$ cat config.mk
export PLATFORM = sky130hd
export DESIGN_NAME = dec_3to8
export DESIGN_NICKNAME = d
export VERILOG_FILES = /design/src/rtl/dec_3to8.sv
export SDC_FILE = /design/constraint.sdc
export NUM_CORES = 1
export LEC_CHECK = 0
export CAP_MARGIN = 5
export CELL_PAD_IN_SITES_DETAIL_PLACEMENT = 0
export CELL_PAD_IN_SITES_GLOBAL_PLACEMENT = 1
export CORE_MARGIN = 4
export CORE_UTILIZATION = 25
export DETAILED_ROUTE_END_ITERATION = 8
export GPL_TIMING_DRIVEN = 0
export PLACE_DENSITY = 0.71
export SLEW_MARGIN = 20
export SYNTH_ARGS = -nofsm -noshare
export SYNTH_HDL_FRONTEND = slang
export SYNTH_SLANG_ARGS = --single-unit
$ cat constraint.sdc
create_clock -name clk -period 0.8 [get_ports clk]
set_input_delay 0.16 -clock clk [delete_from_list [all_inputs] [get_ports clk]]
set_output_delay 0.16 -clock clk [all_outputs]
set_load 0.02 [all_outputs]
$ cat src/rtl/dec_3to8.sv
// rtl/dec_3to8.sv - registered 3-to-8 one-hot decoder with valid flag and sticky coverage mask
module dec_3to8 #(
    parameter bit ACTIVE_LOW = 1'b0
) (
    input  logic       clk,
    input  logic       rst,
    input  logic       en,
    input  logic [2:0] a,
    output logic [7:0] l,
    output logic       l_valid,
    output logic [7:0] seen
);

    // Value of l with no line asserted, in the configured polarity.
    localparam logic [7:0] L_IDLE = ACTIVE_LOW ? 8'hFF : 8'h00;

    logic [7:0] onehot;
    logic [7:0] l_d;
    logic [7:0] l_q;
    logic       l_valid_d;
    logic       l_valid_q;
    logic [7:0] seen_d;
    logic [7:0] seen_q;

    always_comb begin
        onehot    = 8'd1 << a;
        l_d       = L_IDLE;
        l_valid_d = 1'b0;
        seen_d    = seen_q;
        if (en) begin
            l_d       = ACTIVE_LOW ? ~onehot : onehot;
            l_valid_d = 1'b1;
            seen_d    = seen_q | onehot;
        end
    end

    always_ff @(posedge clk or posedge rst) begin
        if (rst) begin
            l_q       <= L_IDLE;
            l_valid_q <= 1'b0;
            seen_q    <= 8'h00;
        end else begin
            l_q       <= l_d;
            l_valid_q <= l_valid_d;
            seen_q    <= seen_d;
        end
    end

    assign l       = l_q;
    assign l_valid = l_valid_q;
    assign seen    = seen_q;

endmodule

=== Yosys cells after proc, flatten, opt, wreduce, memory -nomap -nowiden ===
Index checks and enable logic that the tools add are counted.

* Register bits after elaboration: 17
* Input bits: 6
* Output and inout bits: 17
* Logic and storage cells: 7

* Shift-type cells: 1
* Mux-type cells: 2
* Bitwise operators: 1

{| class="wikitable"
|+ Operators with widths
! kind !! number
|-
| two-way mux 8 bit || 1
|-
| bitwise OR 8 bit || 1
|-
| << shifter 1 x 3 -> 8 bit (first input constant) || 1
|-
| two-way mux 1 bit || 1
|}

=== Logic depth before layout (Yosys ltp) ===
* Depth after elaboration: 2
* Mapped depth: 3
* Mapped depth without buffers: 2

=== Worst setup path after synthesis ===
No wires, ideal clock.

* Path type: flip-flop to flip-flop
* From: reg seen_q[5], in the netlist seen[5]
* To: reg seen_q[5], in the netlist seen[5]
* Library setup time: 0.120 ns
* Arrival: 0.670 ns
* Data required time: 0.680 ns
* Slack: 0.010 ns
* Cell stages (with the launch flop): 2
* Path buffers: 0
* Period minus slack after synthesis: 0.790 ns
* Cells stage by stage: dfrtp_1 > a41o_2

* Cells in the longest elaborated chain, start to end: 1

{| class="wikitable"
|+ Ends and longest elaborated chain
! item !! RTL line !! text
|-
| start: declaration || 23 || <nowiki>logic [7:0] seen_q;</nowiki>
|-
| start signal: assignment || 45 || <nowiki>seen_q <= seen_d;</nowiki>
|-
| bitwise OR 8 bit || 33 || <nowiki>seen_d = seen_q | onehot;</nowiki>
|}

No other way between the ends.
A chain may end at the register's enable or synchronous reset.

=== Worst setup path after layout ===
* From: reg seen_q[5], in the netlist seen[5]
* To: out seen[5]

{| class="wikitable"
|+ RTL lines
! item !! RTL line !! text
|-
| end: declaration || 11 || <nowiki>output logic [7:0] seen</nowiki>
|}

No word-level cell between the ends.

==> impl_metrics.yaml <==
status:
  outcome: "complete, but fails checks"
  violations: "negative setup slack"
routing:
  vias: 406
  ant_nets: 0
  wl_per_cell_um: 11.76
  first_pass_iters: 4
  drt-initial-drc-count: 3
  viasPerCell: 4.186
  drt_wl_total_mm: 1.141
  route.detailed.drc: 0
clock_tree:
  clkSinkCount: 17
  cts_root_buf: "clkbuf_4"
  clockBufferDepth: 2
  cts.htree.levels: 1
  clk_latency_ps: 280
  numCtsBuffers: 3
  cts_tree: "done"
  clk_pin_slew_worst_paths_ps: 100
sta:
  tightest_slew_ps: 354.6
  hold_ws_ps: 58.37
  max_slew_margin_pct: 76.31
  fin_ws_ps: -190.8
  rsz0062_at_grt: "yes"
  fin_crit_ps: 990.8
  clock.fmax_mhz: 1009
  finalHoldViolCount: 0
  final.period_utilization_pct: 123.8
  final.setup_skew_ps: 0
  fin_tns_setup_ps: -2917
  setup_viol: 17
  drv_slew: 0
yosys:
  yosys_warnings: 0
  synth.avg_cell_area_um2: 14.48
  ys_seq_area_share_pct: 69.96
  syn_nets: 48
  synth_area_um2: 608.1
  yosysUniqueCellTypes: 15
  syn_inst: 42
  ys_ff_latch: 17
global_route:
  grt_pass1_wl_mm: 1.835
  grt-ovfl-total: 0
  grt_max_degree: 18
  antenna_found_initial: 0
  grt_pass1_vias: 408
  grt.total_usage_pct: 7.566
floorplanning:
  fp-row-count: 17
  die-area_um2: 3286
  fp.dieW_um: 57.32
  ioPinCount: 23
  core_area_um2: 2255
  die_y_um: 57.32
  initial_core_util_pct: 26.97
finish:
  drive_above_1_share_pct: 42.03
  syn2layout_area_growth_pct: 50.82
  antenna_cells: 0
  fin_area_um2: 917.1
  fillers: 237
  final_common_cell: "buf_6"
  fin_nets: 76
  final_util_pct: 40.68
  final_cell_mix: "buf_6 (19), dfrtp_1 (17), inv_1 (4)"
power:
  p_leak_nw: 0.4231
  max-vdd-ir-drop_mv: 0.7621
  power.density_nw_per_um2: 1709
worst_setup_path:
  setup.worst_path.start: "seen[5]"
  crit_fanout: 2
  crit_buf_inv: 1
  slowest_stage: "dfrtp_1"
  startpoint_type: "flip-flop"
  end_kind: "output port"
  r2r-start: "seen[5]"
  r2r-end: "seen[5]"
  critical-path-top-delay-family: "flip-flops"
  max_stage_delay_ps: 410
  path_cells: "buf_6"
  cp.depth: 1
  reg2regPathDepth: 1
  crit_end: "seen[5]"
  crit_arrival_ps: 830
  cp.required_ps: 640
  crit_type: "reg2out"
  r2r_slack_ps: 70
hold_path:
  hp-class: "in2reg"
placement:
  port_buffers: 21
  gp_congestion: 0.7448
  hpwl_um: 800.7
  place_area_um2: 853.3
run:
  drv_cap: 0
==> power breakdown <==
part	internal [mW]	switching (mW)	total, mW
Sequential	0.888	0.0174	0.905
Clock	0.186	0.268	0.454
Combinational	0.101	0.108	0.208
==> how the worst min path moves through the flow <==
| stage | from | to | slack, ps | depth (start not counted) |
|---|---|---|---|---|
| 2_1_floorplan | rst | l[0] | 90 | 1 |
| 3_3_place_gp | a[1] | l[5] | 370 | 2 |
| 3_5_place_dp | a[1] | l[5] | 370 | 2 |
| 4_1_cts | a[1] | l[5] | 60 | 2 |
| 5_1_grt | a[1] | l[5] | 50 | 2 |
| 6_report | a[1] | l[5] | 60 | 2 |
==> sequential cells by signal (all words and copies together), names as in the netlist <==
name	flops
seen	8
l_valid	1
l	8
==> per-stage QoR <==
| stage | total power, mW | cells | setup WS [ps] |
|---|---|---|---|
| after floorplan | 1.019 | 42 | 10.01 |
| after global placement | 1.121 | 91 | -534.4 |
| after detailed placement | 1.123 | 91 | -535.6 |
| after CTS | 1.586 | 97 | -198.1 |
| after global routing | 1.633 | 97 | -229.5 |
| final | 1.567 | 97 | -190.8 |
==> area by class of cell <==
cell class | instances | area (µm²) | area share [%]
Sequential cell | 17 | 425.4 | 46.38
Timing Repair Buffer | 23 | 242.7 | 26.47
Multi-Input combinational cell | 18 | 141.4 | 15.42
Tap cell | 28 | 35.03 | 3.820
Clock buffer | 3 | 22.52 | 2.456
Buffer | 2 | 22.52 | 2.456
Inverter | 5 | 22.52 | 2.456
Clock inverter | 1 | 5.005 | 0.5457
==> cell usage after synthesis <==
master / number / share of area [%]
a41o_1: 1 / 1.6
a41o_2: 1 / 1.9
and4bb_1: 2 / 4.1
buf_6: 2 / 3.7
dfrtp_1: 17 / 70
inv_1: 5 / 3.1
nand2_1: 1 / 0.62
nand2_2: 1 / 1.0
nor2_1: 1 / 0.62
nor3_1: 2 / 1.6
nor3b_1: 2 / 2.5
nor4b_2: 1 / 2.5
o21bai_1: 1 / 1.2
o31ai_1: 2 / 2.5
or2_1: 3 / 3.1
==> metal layers <==
| layer | global-route usage, % | vias to the layer above | routed length [µm] |
|---|---|---|---|
| li1 | - | 199 | - |
| met1 | 9.040 | 193 | 466 |
| met2 | 11.09 | 12 | 572 |
| met3 | 2.489 | 2 | 77 |
| met4 | 5.960 | 0 | 25 |
| met5 | 0 | - | 0 |
==> what timing repair did <==
action | 4_1_cts | 5_1_grt
hold buffers | 0 | 0
cloned | 0 | 0
resized for setup | 105 | 1
endpoints found under the setup margin | 33 | 34
setup buffers | 2 | 0
==> kinds of logic (layout without fill, tap and decap cells) <==
logic type	Yosys count	count (layout)	synth area share, %
AOI/OAI and AO/OA	5	5	7.201
buffers and inverters	7	34	6.790
DFF	17	17	69.96
and+or+nand+nor	13	13	16.05
Power figures use the tool's default switching activity.
